### src/rtl/spi_mem_arbiter.sv
`timescale 1ns/1ps
`default_nettype none
// ============================================================================
// Module   : spi_mem_arbiter
// Brief    : Shares one SPI mode-0 memory bus between the CPU core and the
//            UART debug/loader path. One word access per 40-bit frame:
//            8-bit command, 16-bit byte address, 16-bit data, MSB first.
//            Word address bit 15 picks the chip select (0 = ROM/cs0,
//            1 = RAM/cs1). Every SPI pin is driven straight from a flop.
// Revision : 1.0 - initial release
// ----------------------------------------------------------------------------
// Ports:
//   clk        in   system clock, rising edge
//   rst_n      in   synchronous active-low reset
//   cpu_req    in   CPU request, held with stable fields until cpu_ack
//   cpu_we     in   1 = write, 0 = read
//   cpu_addr   in   [15:0] word address
//   cpu_wdata  in   [15:0] write data
//   cpu_ack    out  one-cycle completion pulse to the CPU
//   dbg_req    in   debug request, same handshake as cpu_req
//   dbg_we     in   1 = write, 0 = read
//   dbg_addr   in   [15:0] word address
//   dbg_wdata  in   [15:0] write data
//   dbg_ack    out  one-cycle completion pulse to the debug path
//   rdata      out  [15:0] read data, valid in the ack cycle, held after
//   busy       out  high from grant through the ack cycle
//   spi_miso   in   target data out
//   spi_cs0    out  ROM chip select, active low
//   spi_cs1    out  RAM chip select, active low
//   spi_clk    out  SCK, idle low
//   spi_mosi   out  controller data out
// ----------------------------------------------------------------------------
// Build option:
//   SPIARB_RR_EN  defined   -> two-way round-robin on simultaneous requests
//                 undefined -> fixed priority, CPU wins every tie
// ============================================================================
module spi_mem_arbiter #(
    parameter logic [7:0] RD_CMD = 8'h03,
    parameter logic [7:0] WR_CMD = 8'h02
) (
    input  logic        clk,
    input  logic        rst_n,
    input  logic        cpu_req,
    input  logic        cpu_we,
    input  logic [15:0] cpu_addr,
    input  logic [15:0] cpu_wdata,
    output logic        cpu_ack,
    input  logic        dbg_req,
    input  logic        dbg_we,
    input  logic [15:0] dbg_addr,
    input  logic [15:0] dbg_wdata,
    output logic        dbg_ack,
    output logic [15:0] rdata,
    output logic        busy,
    input  logic        spi_miso,
    output logic        spi_cs0,
    output logic        spi_cs1,
    output logic        spi_clk,
    output logic        spi_mosi
);

    // Frame length is fixed by the frame structure (cmd + addr + data).
    localparam int         FRAME_BITS = 40;
    localparam logic [5:0] c_LAST_BIT = 6'(FRAME_BITS - 1);

    localparam logic [1:0] c_IDLE  = 2'd0;
    localparam logic [1:0] c_SHIFT = 2'd1;
    localparam logic [1:0] c_DONE  = 2'd2;

    // ------------------------------------------------------------------
    // Registered state
    // ------------------------------------------------------------------
    logic [1:0]            r_state;
    logic                  r_cs0;
    logic                  r_cs1;
    logic                  r_sck;
    logic                  r_mosi;
    logic                  r_cpu_ack;
    logic                  r_dbg_ack;
    logic                  r_busy;
    logic [15:0]           r_rdata;
    logic [FRAME_BITS-1:0] r_frame;
    logic [15:0]           r_rx;
    logic [5:0]            r_bit_cnt;
    logic                  r_we;
    logic                  r_gnt_dbg;

    // ------------------------------------------------------------------
    // Next-state wires
    // ------------------------------------------------------------------
    logic [1:0]            w_state_nxt;
    logic                  w_cs0_nxt;
    logic                  w_cs1_nxt;
    logic                  w_sck_nxt;
    logic                  w_mosi_nxt;
    logic                  w_cpu_ack_nxt;
    logic                  w_dbg_ack_nxt;
    logic                  w_busy_nxt;
    logic [15:0]           w_rdata_nxt;
    logic [FRAME_BITS-1:0] w_frame_nxt;
    logic [15:0]           w_rx_nxt;
    logic [5:0]            w_bit_cnt_nxt;
    logic                  w_we_nxt;
    logic                  w_gnt_dbg_nxt;

    // ------------------------------------------------------------------
    // Arbitration
    // ------------------------------------------------------------------
    logic                  w_any_req;
    logic                  w_grant_dbg;
    logic                  w_sel_we;
    logic [15:0]           w_sel_addr;
    logic [15:0]           w_sel_wdata;
    logic [FRAME_BITS-1:0] w_new_frame;

    assign w_any_req = cpu_req | dbg_req;

`ifdef SPIARB_RR_EN
    // 1 = debug holds priority on the next tie. Cleared on reset so the
    // CPU is favoured first, then flipped to the loser of every grant.
    logic r_prio_dbg;

    assign w_grant_dbg = dbg_req & (~cpu_req | r_prio_dbg);

    always_ff @(posedge clk) begin
        if (!rst_n) begin
            r_prio_dbg <= 1'b0;
        end else if ((r_state == c_IDLE) && w_any_req) begin
            r_prio_dbg <= ~w_grant_dbg;
        end
    end
`else
    assign w_grant_dbg = dbg_req & ~cpu_req;
`endif

    assign w_sel_we    = w_grant_dbg ? dbg_we    : cpu_we;
    assign w_sel_addr  = w_grant_dbg ? dbg_addr  : cpu_addr;
    assign w_sel_wdata = w_grant_dbg ? dbg_wdata : cpu_wdata;

    // Word address to byte address drops A15 (it became the chip select).
    assign w_new_frame = {(w_sel_we ? WR_CMD : RD_CMD),
                          w_sel_addr[14:0], 1'b0,
                          w_sel_wdata};

    // ------------------------------------------------------------------
    // Next-state / output logic
    // ------------------------------------------------------------------
    always_comb begin
        w_state_nxt   = r_state;
        w_cs0_nxt     = r_cs0;
        w_cs1_nxt     = r_cs1;
        w_sck_nxt     = r_sck;
        w_mosi_nxt    = r_mosi;
        w_cpu_ack_nxt = r_cpu_ack;
        w_dbg_ack_nxt = r_dbg_ack;
        w_busy_nxt    = r_busy;
        w_rdata_nxt   = r_rdata;
        w_frame_nxt   = r_frame;
        w_rx_nxt      = r_rx;
        w_bit_cnt_nxt = r_bit_cnt;
        w_we_nxt      = r_we;
        w_gnt_dbg_nxt = r_gnt_dbg;

        case (r_state)
            c_IDLE: begin
                // Ends the ack pulse of the previous frame; a new grant in
                // this same cycle keeps busy asserted without a gap.
                w_cpu_ack_nxt = 1'b0;
                w_dbg_ack_nxt = 1'b0;
                w_busy_nxt    = 1'b0;
                if (w_any_req) begin
                    w_gnt_dbg_nxt = w_grant_dbg;
                    w_we_nxt      = w_sel_we;
                    w_frame_nxt   = w_new_frame;
                    w_cs0_nxt     = w_sel_addr[15];
                    w_cs1_nxt     = ~w_sel_addr[15];
                    w_mosi_nxt    = w_new_frame[FRAME_BITS-1];
                    w_busy_nxt    = 1'b1;
                    w_bit_cnt_nxt = 6'd0;
                    w_state_nxt   = c_SHIFT;
                end
            end

            c_SHIFT: begin
                if (!r_sck) begin
                    w_sck_nxt = 1'b1;
                end else begin
                    // Falling SCK: capture MISO and present the next bit,
                    // giving MOSI a full clock either side of the rise.
                    w_sck_nxt   = 1'b0;
                    w_rx_nxt    = {r_rx[14:0], spi_miso};
                    w_frame_nxt = {r_frame[FRAME_BITS-2:0], 1'b0};
                    if (r_bit_cnt == c_LAST_BIT) begin
                        w_mosi_nxt  = 1'b0;
                        w_state_nxt = c_DONE;
                    end else begin
                        w_mosi_nxt    = r_frame[FRAME_BITS-2];
                        w_bit_cnt_nxt = r_bit_cnt + 6'd1;
                    end
                end
            end

            c_DONE: begin
                // The 16-bit receive register only retains the final 16
                // samples, i.e. the data phase; earlier bits fall out.
                w_cs0_nxt     = 1'b1;
                w_cs1_nxt     = 1'b1;
                w_cpu_ack_nxt = ~r_gnt_dbg;
                w_dbg_ack_nxt = r_gnt_dbg;
                if (!r_we) begin
                    w_rdata_nxt = r_rx;
                end
                w_state_nxt = c_IDLE;
            end

            default: begin
                w_cs0_nxt   = 1'b1;
                w_cs1_nxt   = 1'b1;
                w_sck_nxt   = 1'b0;
                w_mosi_nxt  = 1'b0;
                w_busy_nxt  = 1'b0;
                w_state_nxt = c_IDLE;
            end
        endcase
    end

    // ------------------------------------------------------------------
    // State register
    // ------------------------------------------------------------------
    always_ff @(posedge clk) begin
        if (!rst_n) begin
            r_state   <= c_IDLE;
            r_cs0     <= 1'b1;
            r_cs1     <= 1'b1;
            r_sck     <= 1'b0;
            r_mosi    <= 1'b0;
            r_cpu_ack <= 1'b0;
            r_dbg_ack <= 1'b0;
            r_busy    <= 1'b0;
            r_rdata   <= 16'h0000;
            r_frame   <= '0;
            r_rx      <= 16'h0000;
            r_bit_cnt <= 6'd0;
            r_we      <= 1'b0;
            r_gnt_dbg <= 1'b0;
        end else begin
            r_state   <= w_state_nxt;
            r_cs0     <= w_cs0_nxt;
            r_cs1     <= w_cs1_nxt;
            r_sck     <= w_sck_nxt;
            r_mosi    <= w_mosi_nxt;
            r_cpu_ack <= w_cpu_ack_nxt;
            r_dbg_ack <= w_dbg_ack_nxt;
            r_busy    <= w_busy_nxt;
            r_rdata   <= w_rdata_nxt;
            r_frame   <= w_frame_nxt;
            r_rx      <= w_rx_nxt;
            r_bit_cnt <= w_bit_cnt_nxt;
            r_we      <= w_we_nxt;
            r_gnt_dbg <= w_gnt_dbg_nxt;
        end
    end

    assign spi_cs0  = r_cs0;
    assign spi_cs1  = r_cs1;
    assign spi_clk  = r_sck;
    assign spi_mosi = r_mosi;
    assign cpu_ack  = r_cpu_ack;
    assign dbg_ack  = r_dbg_ack;
    assign busy     = r_busy;
    assign rdata    = r_rdata;

endmodule
`default_nettype wire
### config.mk
export PLATFORM = sky130hd
export DESIGN_NAME = spi_mem_arbiter
export DESIGN_NICKNAME = d
export VERILOG_FILES = /design/src/rtl/spi_mem_arbiter.sv
export SDC_FILE = /design/constraint.sdc
export NUM_CORES = 1
export LEC_CHECK = 0
export BUFFER_PORTS_ARGS = -buffer_cell sky130_fd_sc_hd__buf_4
export CAP_MARGIN = 25
export CORE_MARGIN = 4
export CORE_UTILIZATION = 25
export DETAILED_ROUTE_END_ITERATION = 16
export HOLD_SLACK_MARGIN = 0.02
export REMOVE_ABC_BUFFERS = 1
export SLEW_MARGIN = 20
export SYNTH_ARGS = -nofsm -noshare
export SYNTH_HDL_FRONTEND = slang
export SYNTH_SLANG_ARGS = --single-unit
### constraint.sdc
create_clock -name clk -period 3.3 [get_ports clk]
set_clock_uncertainty 0.05 [all_clocks]
set_input_delay 0.165 -clock clk [delete_from_list [all_inputs] [get_ports clk]]
set_output_delay 0.165 -clock clk [all_outputs]
set_load 0.005 [all_outputs]
==> summary.json <==
{
  "worst-endpoint-arrival_ns": 2.61,
  "layout-drive-gt1-share_pct": 27.8,
  "synthCells": 448,
  "setup_ws_ns": 0.821,
  "number_of_antenna_violations_at_the_first_check_in_global_routing": 0,
  "grt_use_total_pct": 10.2,
  "crit_fanout": 30,
  "max_cap_viol_count": 0,
  "synth.ff_latch_count": 88,
  "chipHeight_um": 133,
  "max-vdd-ir-drop_mv": 0.270,
  "die_area_mm2": 0.0177,
  "fin_crit_sh_pct": 75.1,
  "first_pass_iters": 5,
  "worstSetupEndpointType": "flop",
  "io_pins": 94,
  "synth_seq_area_share_pct": 45.0,
  "clock_tree_from_tritoncts": "built",
  "worstSkewPairLatency_ns": 0.33,
  "yosysUniqueCellTypes": 39,
  "p_leak_uw": 0.00206,
  "clkSlewWorstSetupHoldPaths_ns": 0.06,
  "area.growth.synth_to_final_pct": 30.1,
  "synth_enable_flop_cells": 0,
  "ctsLongestPathBuffers": 2,
  "synth.avg_cell_area_um2": 8.74,
  "pin_count_of_the_biggest_net_entering_global_routing": 51,
  "worstHoldPathType": "primary input to flop",
  "cp_num_buf_inv": 1,
  "grt_pass1_vias": 3057,
  "tritoncts_sinks": 88,
  "setup_tns_ns": 0,
  "fmax_ghz": 0.403,
  "wirelength_mm": 9.40,
  "core_area_mm2": 0.0153,
  "finalWeightedCongestion": 0.806,
  "worst-endpoint-required_ns": 3.43,
  "synth_warnings": 0,
  "mappedNetlistArea_mm2": 0.00392,
  "finalWorstPathRequiredPeriod_ns": 2.48,
  "worst-slew-pin-transition_ns": 0.877,
  "cts_made_buffers": 9,
  "antenna_cells_inserted": 0,
  "drt-vias-per-instance": 4.52,
  "detailed_place_hpwl_mm": 6.68,
  "initial_core_utilization_pct": 25.7,
  "port_buffers": 93,
  "grt_pass1_wl_mm": 14.9,
  "setup.worst_path.class": "flop to flop",
  "finalHoldViolCount": 0,
  "ys_async_sr_fraction_pct": 0,
  "die_w_um": 133,
  "cp_slowest_cell": "sky130_fd_sc_hd__nand2_1",
  "antenna_left": 0,
  "route.vias.total": 3348,
  "global_route_overflow": 0,
  "crit_family": "simple AND/OR/NAND/NOR gates",
  "synth_top_flop_cell": "sky130_fd_sc_hd__dfxtp_1",
  "number_of_rows_in_the_core_area": 45,
  "timing.max_slew.rel_slack_pct": 41.3,
  "avgRoutedWirePerCell_um": 12.7,
  "grt_setup_unrepaired": "false",
  "number_of_nets_in_the_layout": 600,
  "timing.critical_path.from_type": "flop",
  "outcome": "finished clean",
  "final-max-slew-violation-count": 0,
  "drtIter0Drc": 253,
  "slowest_delay_ns": 0.62,
  "clock_tree.htree_level_count": 3,
  "ctsResizeCount": 0,
  "route.detailed.drc": 0,
  "crit_path_cell_trace": "inv_1, ha_1, mux2i_1, nor2_1, nand2_1, o21ai_0",
  "power.density_mw_per_mm2": 521,
  "worst_case_setup_slack_after_placement_ns": 0.837,
  "timing.final.setup_violations": 0,
  "root_buffer": "sky130_fd_sc_hd__clkbuf_16",
  "cts_setup_buffers": 0
}
[routing by layer]
metal	up-vias	share of wire, %	track usage [%]
li1	1726	-	-
met1	1542	43	12.5
met2	69	51	17.7
met3	11	4.0	1.89
met4	0	1.7	4.46
met5	-	0	0
[state kept, by name, summed over array words and instances, names as in the netlist, 2 cells and up]
signal and count:
r_rx 16, r_state 2, r_bit_cnt 6, rdata 16, r_frame 39
[logic make-up (layout without fill, tap and decap cells)]
group                    Yosys count  in the layout  synth area share, %
AND/OR/NAND/NOR                  146            146                 16.8
buffers and inverters             41            122                 4.50
flip-flops                        88             88                 45.0
AO/OA/AOI/OAI                    104            104                 14.8
adder cells (fa/ha/maj)            4              4                 1.28
multiplexers                      65             65                 17.6
[worst register-to-register path, delay by kind of cell (launching register included)]
kind | cells | cell delay (ns)
flops | 1 | 0.32
simple gates | 2 | 0.76
mux | 1 | 0.38
compound gates | 1 | 0.23
buf+inv | 1 | 0.09
fa+ha+maj | 1 | 0.48
[what timing repair did]
item                       4_1_cts  5_1_grt
hold buffers                     2        0
setup endpoints to repair        0        0
hold endpoints to repair         2        0
[final timing paths]
check	endpoint	startpoint	slack, ns	depth (start not counted)
setup reg to reg	r_frame[6]$_SDFFE_PN0P_	r_state[1]$_SDFFE_PN0P_	0.82	6
hold reg to reg	r_rx[15]$_SDFFE_PN0P_	r_rx[15]$_SDFFE_PN0P_	0.41	2
hold / removal	r_gnt_dbg$_SDFFE_PN0P_	dbg_req	0.15	3
setup / recovery	r_frame[6]$_SDFFE_PN0P_	r_state[1]$_SDFFE_PN0P_	0.82	6
[area by class of cell]
| class | count | area (µm²) |
|---|---|---|
| inverters | 8 | 30.0 |
| repair buffers | 99 | 748 |
| well taps | 211 | 264 |
| fillers | 1566 | 10200 |
| clock inverters | 3 | 40.0 |
| clock buffers | 12 | 267 |
| multi-input cells | 319 | 1980 |
| flip-flops and latches | 88 | 1760 |
[synthesized netlist by cell type, types with 4 or more instances]
library cell / number / area share (%)
sky130_fd_sc_hd__nor2_1: 17 / 1.6
sky130_fd_sc_hd__a22oi_1: 6 / 1.1
sky130_fd_sc_hd__o21ai_0: 34 / 4.3
sky130_fd_sc_hd__ha_1: 4 / 1.3
sky130_fd_sc_hd__nand2_1: 71 / 6.8
sky130_fd_sc_hd__buf_2: 12 / 1.5
sky130_fd_sc_hd__a21oi_1: 44 / 5.6
sky130_fd_sc_hd__nand2b_1: 4 / 0.64
sky130_fd_sc_hd__mux2i_1: 34 / 8.7
sky130_fd_sc_hd__inv_1: 6 / 0.57
sky130_fd_sc_hd__nand3_1: 36 / 4.6
sky130_fd_sc_hd__mux2_2: 30 / 8.6
sky130_fd_sc_hd__clkbuf_1: 19 / 1.8
sky130_fd_sc_hd__dfxtp_1: 88 / 45
[report_power, final]
part           internal, µW  switching, µW  leakage, µW
Combinational           203            234      0.00119
Sequential             1140           43.3     0.000716
Clock                   641            392     0.000154
Total                  1990            669      0.00206
[through the flow]
step / hold slack [ns] / utilization [%] / cells / power (µW) / cell area, µm²
finish: 0.154 / 33.4 / 740 / 2660 / 5090
global route: 0.144 / 33.4 / 740 / 2790 / 5090
CTS: 0.135 / 33.4 / 740 / 2690 / 5090
detailed placement: 0.351 / 31.2 / 723 / 1650 / 4770
global placement: 0.350 / 31.2 / 723 / 1630 / 4770
floorplan: 0.177 / - / 415 / 1470 / 3770
[layout by cell type (no fill, tap or decap), types with 3 or more instances in the layout]
master                      count
sky130_fd_sc_hd__a21oi_1       44
sky130_fd_sc_hd__a22oi_1        6
sky130_fd_sc_hd__buf_4         97
sky130_fd_sc_hd__clkbuf_16      9
sky130_fd_sc_hd__clkbuf_8       3
sky130_fd_sc_hd__dfxtp_1       88
sky130_fd_sc_hd__ha_1           4
sky130_fd_sc_hd__inv_1          6
sky130_fd_sc_hd__mux2_2        30
sky130_fd_sc_hd__mux2i_1       34
sky130_fd_sc_hd__nand2_1       71
sky130_fd_sc_hd__nand2b_1       3
sky130_fd_sc_hd__nand3_1       36
sky130_fd_sc_hd__nand4_1        3
sky130_fd_sc_hd__nor2_1        16
sky130_fd_sc_hd__o211ai_1       3
sky130_fd_sc_hd__o21a_1         3
sky130_fd_sc_hd__o21ai_0       34
sky130_fd_sc_hd__o21ai_1        3
sky130_fd_sc_hd__or3_1          3
(Power assumes the default switching activity.)
